### src/rtl/tetris_pkg.sv
// ----------------------------------------------------------------------------
// tetris_pkg: board geometry, cell codes and sprite block types.
// Rev 1.0
// ----------------------------------------------------------------------------
`default_nettype none

package tetris_pkg;

  localparam int CELL_PX    = 16;
  localparam int BOARD_COLS = 10;
  localparam int BOARD_ROWS = 20;

  typedef logic [3:0] cell_code_t;

  typedef enum logic [2:0] {
    GHOST = 3'd0,
    I     = 3'd1,
    L     = 3'd2,
    J     = 3'd3,
    T     = 3'd4,
    S     = 3'd5,
    Z     = 3'd6,
    O     = 3'd7
  } block_type_t;

  localparam cell_code_t  CELL_GHOST = 4'd8;
  localparam cell_code_t  CELL_EMPTY = 4'd0;
  localparam logic [23:0] GRID_COLOR = 24'h202020;

  function automatic logic is_piece(cell_code_t code);
    return (code >= 4'd1) && (code <= 4'd7);
  endfunction

endpackage

`default_nettype wire

### src/rtl/tetris_block_fetch_if.sv
// ----------------------------------------------------------------------------
// tetris_block_fetch_if: pixel, board-memory and sprite-ROM signals of the fetch.
// Rev 1.0
// ----------------------------------------------------------------------------
`default_nettype none

interface tetris_block_fetch_if;
  import tetris_pkg::*;

  logic        pix_valid_in;
  logic [9:0]  DrawX;
  logic [9:0]  DrawY;
  logic [3:0]  cell_col;
  logic [4:0]  cell_row;
  cell_code_t  cell_code;
  logic [9:0]  rom_addr;
  block_type_t rom_type;
  logic [23:0] rom_data;
  logic [23:0] rgb_out;
  logic        pix_valid_out;
  logic        in_board_out;

  modport master (
    output pix_valid_in, DrawX, DrawY, cell_code, rom_data,
    input  cell_col, cell_row, rom_addr, rom_type, rgb_out, pix_valid_out, in_board_out
  );

  modport slave (
    input  pix_valid_in, DrawX, DrawY, cell_code, rom_data,
    output cell_col, cell_row, rom_addr, rom_type, rgb_out, pix_valid_out, in_board_out
  );

endinterface

`default_nettype wire

### src/rtl/tetris_cell_decode.sv
// ----------------------------------------------------------------------------
// tetris_cell_decode: board cell code -> sprite block type and empty flag.
// Rev 1.0
// ----------------------------------------------------------------------------
`default_nettype none

module tetris_cell_decode
  import tetris_pkg::*;
(
  input  cell_code_t  cell_code,
  output block_type_t rom_type,
  output logic        empty
);

  // Ghost shares sprite type 0 but is drawn; CELL_EMPTY and 9..15 are blank.
  always_comb begin
    rom_type = GHOST;
    empty    = 1'b1;
    if (is_piece(cell_code)) begin
      rom_type = block_type_t'(cell_code[2:0]);
      empty    = 1'b0;
    end else if (cell_code == CELL_GHOST) begin
      empty    = 1'b0;
    end
  end

endmodule

`default_nettype wire

### src/rtl/tetris_block_fetch.sv
// ----------------------------------------------------------------------------
// tetris_block_fetch: 3-clock pixel -> board cell -> sprite ROM -> colour pipe.
// Optional grid overlay on empty cells: define TETRIS_GRID_LINES_EN.  Rev 1.0
// ----------------------------------------------------------------------------
`default_nettype none

module tetris_block_fetch
  import tetris_pkg::*;
#(
  parameter logic [9:0]  BOARD_X0    = 10'd240,
  parameter logic [9:0]  BOARD_Y0    = 10'd80,
  parameter logic [23:0] BG_COLOR    = 24'h000000,
  parameter logic [23:0] TRANSPARENT = 24'hFF00FF
)(
  input  logic               Clk,
  input  logic               Reset,
  tetris_block_fetch_if.slave bus
);

  localparam logic [9:0] BOARD_W = 10'(BOARD_COLS * CELL_PX);
  localparam logic [9:0] BOARD_H = 10'(BOARD_ROWS * CELL_PX);

  logic [9:0]  dx;
  logic [9:0]  dy;
  logic        inb;

  logic        valid1;
  logic        inb1;
  logic [3:0]  xo1;
  logic [3:0]  yo1;

  block_type_t cell_type;
  logic        cell_empty;

  logic        valid2;
  logic        inb2;
  logic        empty2;
`ifdef TETRIS_GRID_LINES_EN
  logic [3:0]  xo2;
  logic [3:0]  yo2;
`endif

  logic [23:0] rgb_next;

  // Unsigned wrap makes pixels left of / above the board fail the range test.
  assign dx  = bus.DrawX - BOARD_X0;
  assign dy  = bus.DrawY - BOARD_Y0;
  assign inb = (dx < BOARD_W) && (dy < BOARD_H);

  assign bus.cell_col = inb ? dx[7:4] : 4'd0;
  assign bus.cell_row = inb ? dy[8:4] : 5'd0;

  tetris_cell_decode u_decode (
    .cell_code (bus.cell_code),
    .rom_type  (cell_type),
    .empty     (cell_empty)
  );

  assign bus.rom_addr = inb1 ? {2'b00, yo1, xo1} : 10'd0;
  assign bus.rom_type = inb1 ? cell_type : GHOST;

  always_comb begin
    rgb_next = bus.rom_data;
    if (!inb2) begin
      rgb_next = BG_COLOR;
    end else if (empty2) begin
`ifdef TETRIS_GRID_LINES_EN
      rgb_next = ((xo2 == 4'd0) || (yo2 == 4'd0)) ? GRID_COLOR : BG_COLOR;
`else
      rgb_next = BG_COLOR;
`endif
    end else if (bus.rom_data == TRANSPARENT) begin
      rgb_next = BG_COLOR;
    end
  end

  always_ff @(posedge Clk) begin
    if (Reset) begin
      valid1            <= 1'b0;
      inb1              <= 1'b0;
      xo1               <= 4'd0;
      yo1               <= 4'd0;
      valid2            <= 1'b0;
      inb2              <= 1'b0;
      empty2            <= 1'b0;
`ifdef TETRIS_GRID_LINES_EN
      xo2               <= 4'd0;
      yo2               <= 4'd0;
`endif
      bus.rgb_out       <= 24'd0;
      bus.pix_valid_out <= 1'b0;
      bus.in_board_out  <= 1'b0;
    end else begin
      valid1            <= bus.pix_valid_in;
      inb1              <= inb;
      xo1               <= dx[3:0];
      yo1               <= dy[3:0];
      valid2            <= valid1;
      inb2              <= inb1;
      empty2            <= cell_empty;
`ifdef TETRIS_GRID_LINES_EN
      xo2               <= xo1;
      yo2               <= yo1;
`endif
      bus.rgb_out       <= rgb_next;
      bus.pix_valid_out <= valid2;
      bus.in_board_out  <= inb2;
    end
  end

endmodule

`default_nettype wire
### src/flat_wrapper.sv
// flat-port wrapper written by rule: the top's interface ports become plain ports
module tetris_block_fetch_flat import tetris_pkg::*;
#(
  parameter logic [9:0]  BOARD_X0    = 10'd240,
  parameter logic [9:0]  BOARD_Y0    = 10'd80,
  parameter logic [23:0] BG_COLOR    = 24'h000000,
  parameter logic [23:0] TRANSPARENT = 24'hFF00FF
)
  (Clk, Reset, bus_pix_valid_in, bus_DrawX, bus_DrawY, bus_cell_code, bus_rom_data, bus_cell_col, bus_cell_row, bus_rom_addr, bus_rom_type, bus_rgb_out, bus_pix_valid_out, bus_in_board_out);
  tetris_block_fetch_if bus_i ();
  input  logic Clk;
  input  logic Reset;
  input wire logic [$bits(bus_i.pix_valid_in)-1:0] bus_pix_valid_in;
  input wire logic [$bits(bus_i.DrawX)-1:0] bus_DrawX;
  input wire logic [$bits(bus_i.DrawY)-1:0] bus_DrawY;
  input wire logic [$bits(bus_i.cell_code)-1:0] bus_cell_code;
  input wire logic [$bits(bus_i.rom_data)-1:0] bus_rom_data;
  output wire logic [$bits(bus_i.cell_col)-1:0] bus_cell_col;
  output wire logic [$bits(bus_i.cell_row)-1:0] bus_cell_row;
  output wire logic [$bits(bus_i.rom_addr)-1:0] bus_rom_addr;
  output wire logic [$bits(bus_i.rom_type)-1:0] bus_rom_type;
  output wire logic [$bits(bus_i.rgb_out)-1:0] bus_rgb_out;
  output wire logic [$bits(bus_i.pix_valid_out)-1:0] bus_pix_valid_out;
  output wire logic [$bits(bus_i.in_board_out)-1:0] bus_in_board_out;
  assign bus_i.pix_valid_in = bus_pix_valid_in;
  assign bus_i.DrawX = bus_DrawX;
  assign bus_i.DrawY = bus_DrawY;
  assign bus_i.cell_code = bus_cell_code;
  assign bus_i.rom_data = bus_rom_data;
  assign bus_cell_col = bus_i.cell_col;
  assign bus_cell_row = bus_i.cell_row;
  assign bus_rom_addr = bus_i.rom_addr;
  assign bus_rom_type = bus_i.rom_type;
  assign bus_rgb_out = bus_i.rgb_out;
  assign bus_pix_valid_out = bus_i.pix_valid_out;
  assign bus_in_board_out = bus_i.in_board_out;
  tetris_block_fetch #(.BOARD_X0(BOARD_X0), .BOARD_Y0(BOARD_Y0), .BG_COLOR(BG_COLOR), .TRANSPARENT(TRANSPARENT)) u_core (.Clk(Clk), .Reset(Reset), .bus(bus_i));
endmodule
### config.mk
export PLATFORM = sky130hd
export DESIGN_NAME = tetris_block_fetch_flat
export DESIGN_NICKNAME = d
export VERILOG_FILES = /design/src/rtl/tetris_pkg.sv /design/src/rtl/tetris_block_fetch_if.sv /design/src/rtl/tetris_cell_decode.sv /design/src/rtl/tetris_block_fetch.sv /design/src/flat_wrapper.sv
export SDC_FILE = /design/constraint.sdc
export NUM_CORES = 1
export LEC_CHECK = 0
export BUFFER_PORTS_ARGS = -buffer_cell sky130_fd_sc_hd__buf_4
export CAP_MARGIN = 10
export CORE_AREA = 2 2 68 70
export CTS_BUF_LIST = sky130_fd_sc_hd__clkbuf_16
export DETAILED_ROUTE_END_ITERATION = 12
export DIE_AREA = 0 0 70 72
export GPL_ROUTABILITY_DRIVEN = 1
export PLACE_DENSITY = 0.72
export RECOVER_POWER = 50
export SLEW_MARGIN = 40
export SYNTH_ARGS = -nofsm -noshare
export SYNTH_HDL_FRONTEND = slang
export SYNTH_SLANG_ARGS = --single-unit
### constraint.sdc
create_clock -name Clk -period 1.7 [get_ports Clk]
set_input_delay 0.34 -clock Clk [delete_from_list [all_inputs] [get_ports Clk]]
set_output_delay 0.34 -clock Clk [all_outputs]
set_load 0.01 [all_outputs]
[Yosys cells after proc, flatten, opt, wreduce, memory -nomap -nowiden]
Index checks and enable logic that the tools add are counted.
Word-level totals
  flip-flop bits (word level): 39
  bits of input ports: 51
  output and inout port bits: 48
  word-level logic and storage cells: 29
Operators by class
  add/subtract/negate cells: 2
  order comparisons: 4
  eq/ne operators: 2
  muxes and demuxes: 6
  bitwise operators: 1
  reduce and logical (&&, ||, !) cells: 4
Operators by type and width (count)
  24-bit == test (second input constant): 1
  10-bit by 8-bit less-than comparator with 1-bit output (second input constant): 1
  10-bit by 9-bit less-than comparator with 1-bit output (second input constant): 1
  10-bit by 7-bit subtractor with 10-bit output (second input constant): 1
  10-bit by 8-bit subtractor with 10-bit output (second input constant): 1
  8-bit 2-to-1 mux: 1
  3-bit 2-to-1 mux: 2
  5-bit 2-to-1 mux: 1
  4-bit == test (second input constant): 1
  4-bit by 1-bit greater-or-equal comparator with 1-bit output (second input constant): 1
  4-bit by 3-bit <= comparator with 1-bit output (second input constant): 1
  4-bit 2-to-1 mux: 1
  4-bit OR reduction: 1
  1-bit logical AND: 2
  2-bit OR reduction: 1
  1-bit 2-to-1 mux: 1
  1-bit inverter: 1

[Longest topological paths before layout]
  word-level depth: 4
  mapped depth: 6
  gate-level depth less buffers: 6

[Modules after synthesis]
Synthesis repeated with hierarchy kept, for this count alone.
Second synthesis, totals
  cell total of the unflattened synthesis: 156
  area total of the unflattened synthesis: 1541.5 sq um
Modules (own cells, without submodules)
  tetris_block_fetch: instances 1, cells each 151, area each 1503.9 sq um, sequential area each 780.7 sq um
  tetris_cell_decode: instances 1, cells each 5, area each 37.5 sq um, sequential area each 0.0 sq um

[Worst setup path before layout]
OpenSTA, ideal clock, no wires.
  path type: input to output
  from: in bus_DrawY[4]
  to: out bus_cell_col[1]
  data arrival time: 1718 ps
  data required time: 1360 ps
  path slack: -358 ps
  cell stages on the path: 6
  path buffers: 0
  cell sequence: inv_1 ha_1 nor2b_1 o31a_1 nand4_1 nor4b_1
On the way
  word-level cells in the longest chain between the ends: 4
RTL lines
  from (decl): line flat_wrapper.sv:15  | input wire logic [$bits(bus_i.DrawY)-1:0] bus_DrawY;
  10-bit by 7-bit subtractor with 10-bit output: line tetris_block_fetch.sv:47  | assign dy = bus.DrawY - BOARD_Y0;
  10-bit by 9-bit less-than comparator with 1-bit output: line tetris_block_fetch.sv:48  | assign inb = (dx < BOARD_W) && (dy < BOARD_H);
  1-bit logical AND: line tetris_block_fetch.sv:48
  4-bit 2-to-1 mux: line tetris_block_fetch.sv:50  | assign bus.cell_col = inb ? dx[7:4] : 4'd0;
  to (decl): line flat_wrapper.sv:18  | output wire logic [$bits(bus_i.cell_col)-1:0] bus_cell_col;
Every way passes these cells.

[Final worst setup path]
  from: in bus_DrawX[5]
  to: out bus_cell_row[2]
On the way
  word-level cells in the longest chain between the ends: 4
RTL lines
  from (decl): line flat_wrapper.sv:14  | input wire logic [$bits(bus_i.DrawX)-1:0] bus_DrawX;
  10-bit by 8-bit subtractor with 10-bit output: line tetris_block_fetch.sv:46  | assign dx = bus.DrawX - BOARD_X0;
  10-bit by 8-bit less-than comparator with 1-bit output: line tetris_block_fetch.sv:48
  1-bit logical AND: line tetris_block_fetch.sv:48
  5-bit 2-to-1 mux: line tetris_block_fetch.sv:51  | assign bus.cell_row = inb ? dy[8:4] : 5'd0;
  to (decl): line flat_wrapper.sv:19  | output wire logic [$bits(bus_i.cell_row)-1:0] bus_cell_row;
Every way passes these cells.

==> results.toml <==
[job]
max_cap_violations = 0

[setup_path]
rr_worst_depth = 5
worstSetupEndpointType = "output pin"
cp-start-kind = "primary input"
worstPathArrival_ns = 1.67
worstPathRequired_ns = 1.36
crit_fanout = 6
crit_type = "in -> out"

[cts]
clkLatencyLatePin_ns = 0.28
numCtsBuffers = 5
clkTransAtPathRegs_ns = 0.06
clockBufferDepth = 2
hold_buffers = 0
htreeDepth = 2
cts.sinks = 39
clockRootBuffer = "clkbuf_16"
cts_tree = "yes"

[yosys]
avgSynthCellArea_um2 = 9.913
synthCells = 155
synthArstFlopShare_pct = 0
synth.cell_area_um2 = 1536
yosysWarnings = 0
synth_ff_type = "dfxtp_1"
yosysSeqAreaShare_pct = 50.81
synth_edf_count = 0
synth.distinct_cells = 34
synth_seq_cells = 39

[placement]
dpl_cell_area_um2 = 2480
port_buffers = 96
hpwl_um = 3143
placedCellCount = 316
gp_congestion = 0.8142

[timing]
rsz0062_at_grt = "true"
tightest_slew_ns = 0.6514
finalSetupTns_ns = -2.433
setup_violations = 9
layout_min_cycle_time_ns = 2.007
max_freq_ghz = 0.4982
finalWorstSetupSlack_ns = -0.3072
fin_skew_ns = 0.005940
slew-limit-headroom_pct = 56.57
timing.final.crit_share_pct = 118.1
hold_viol = 0
maxSlewViolCount = 0

[global_route]
use_met2_pct = 30.90
grt_max_degree = 17
gr-total-overflow = 0
grt.busiest_layer = "met2"
grt.total_usage_pct = 17.45
antenna_found_initial = 0
grt_pass1_vias = 1532
grt_pass1_wl_um = 6969
use_met1_pct = 19.13
met3_usage_pct = 6.250

[hold_path]
min_path_type = "in -> reg"
hold_path_depth = 2

[finish]
final_common_cell = "buf_4"
layout.nets = 328
final_cells = 328
fin_area_um2 = 2790
final_cell_mix = "buf_4 (88), dfxtp_1 (39), and2_1 (35)"
drive_above_1_share_pct = 45.65
n_antenna_cell = 0
fill_cells = 367
post-route-util_pct = 65.43
area_delta_synth_final_pct = 81.60

[floorplan]
dieWidth_um = 70
ios = 99
initial_core_util_pct = 36.03
core_area_um2 = 4264
die_area_um2 = 5040
rows = 24
dieHeight_um = 72

[run_status]
violations = "setup timing"
status = "finished, violations left"

[drt]
vias_per_cell = 4.637
drt_iter0_drc = 67
drc_errors = 0
finalWirelength_um = 4320
routedWlPerCell_um = 13.17
dr_total_vias = 1521
ant_nets = 0
firstDrtPassIters = 4

[pwr]
ir_worst_vdd_v = 0.0004393
power_leakage_nw = 1.216
power_density_nw_per_um2 = 827.8
flip-flops by register name, summed over array words and instances (netlist names):
register / flops
u_core.valid1: 1
u_core.empty2: 1
u_core.yo1: 4
u_core.bus.pix_valid_out: 1
u_core.bus.rgb_out: 24
u_core.valid2: 1
u_core.xo1: 4
u_core.bus.in_board_out: 1
u_core.inb1: 1
u_core.inb2: 1
layer usage:
layer / routed length [um] / part of all wire (%)
met1: 1712 / 40
met2: 2113 / 49
met3: 383 / 8.9
met4: 110 / 2.5
met5: 0 / 0
path summary, 6_finish.rpt:
path / from / to / slack [ns]
worst min-delay path: bus_DrawY[0] / u_core.yo1[0]$_SDFF_PP0_ / 0.27
worst min register to register: u_core.valid1$_SDFF_PP0_ / u_core.valid2$_SDFF_PP0_ / 0.44
worst max register to register: u_core.inb2$_SDFF_PP0_ / u_core.bus.rgb_out[15]$_SDFF_PP0_ / 0.40
worst max-delay path: bus_DrawX[5] / bus_cell_row[2] / -0.31
worst max-delay path: stages:
cell     delay [ns]
buf_4          0.13
ha_4           0.17
buf_12         0.12
o32ai_4        0.29
o21ai_2        0.18
nor4_2         0.26
buf_4          0.17
kinds of logic (layout without fill, tap and decap cells):
logic type	count (synthesis)	count (layout)	synth area share (%)
simple gates	85	85	34.77
flops	39	39	50.81
compound gates	10	10	4.398
buf+inv	9	129	2.931
xor+xnor	8	8	4.560
fa+ha+maj	2	2	1.628
other cells	1	2	0.2441
mux	1	1	0.6515
synthesized netlist by cell type (all sizes together), types with 2 or more instances:
cell type | n | area, um^2
dfxtp | 39 | 780.8
and2 | 35 | 219.0
nor2b | 15 | 93.84
nor4 | 10 | 62.56
buf | 5 | 30.02
nand2 | 4 | 15.01
o21ai | 4 | 20.01
xnor2 | 4 | 35.03
xor2 | 4 | 35.03
inv | 3 | 11.26
nand4 | 3 | 18.77
nor3 | 3 | 15.01
nor3b | 3 | 27.52
and3 | 2 | 12.51
ha | 2 | 25.02
nand3 | 2 | 10.01
nor2 | 2 | 7.510
nor4b | 2 | 17.52
through the flow:
| stage | worst slack (ns) | total power [mW] | hold slack, ns |
|---|---|---|---|
| after global routing | -0.3859 | 2.405 | 0.2675 |
| final | -0.3072 | 2.310 | 0.2676 |
| after detailed placement | -0.4421 | 1.234 | 0.4247 |
| after global placement | -0.3925 | 1.230 | 0.4165 |
| after floorplan | -0.2361 | 1.063 | 0.4116 |
| after CTS | -0.2715 | 2.320 | 0.2647 |
layout make-up:
class / instances / area (um^2) / share of cell area (%)
Timing Repair Buffer: 118 / 848.3 / 30.40
Inverter: 3 / 28.78 / 1.031
Sequential cell: 39 / 780.7 / 27.98
Clock inverter: 3 / 38.79 / 1.390
Clock buffer: 5 / 125.1 / 4.484
Tap cell: 52 / 65.06 / 2.332
Multi-Input combinational cell: 108 / 903.4 / 32.38
repair_timing:
item	4_1_cts	5_1_grt
gates cloned	1	0
endpoints found under the setup margin	9	9
buffers inserted	3	0
pin swaps	9	4
resized for setup	29	4
power breakdown:
group          internal (mW)  switching (mW)  total, mW
clock                  0.683           0.332       1.01
sequential             0.932         0.00418      0.936
combinational          0.201           0.158      0.359
total                   1.82           0.494       2.31
(Power assumes the default switching activity.)
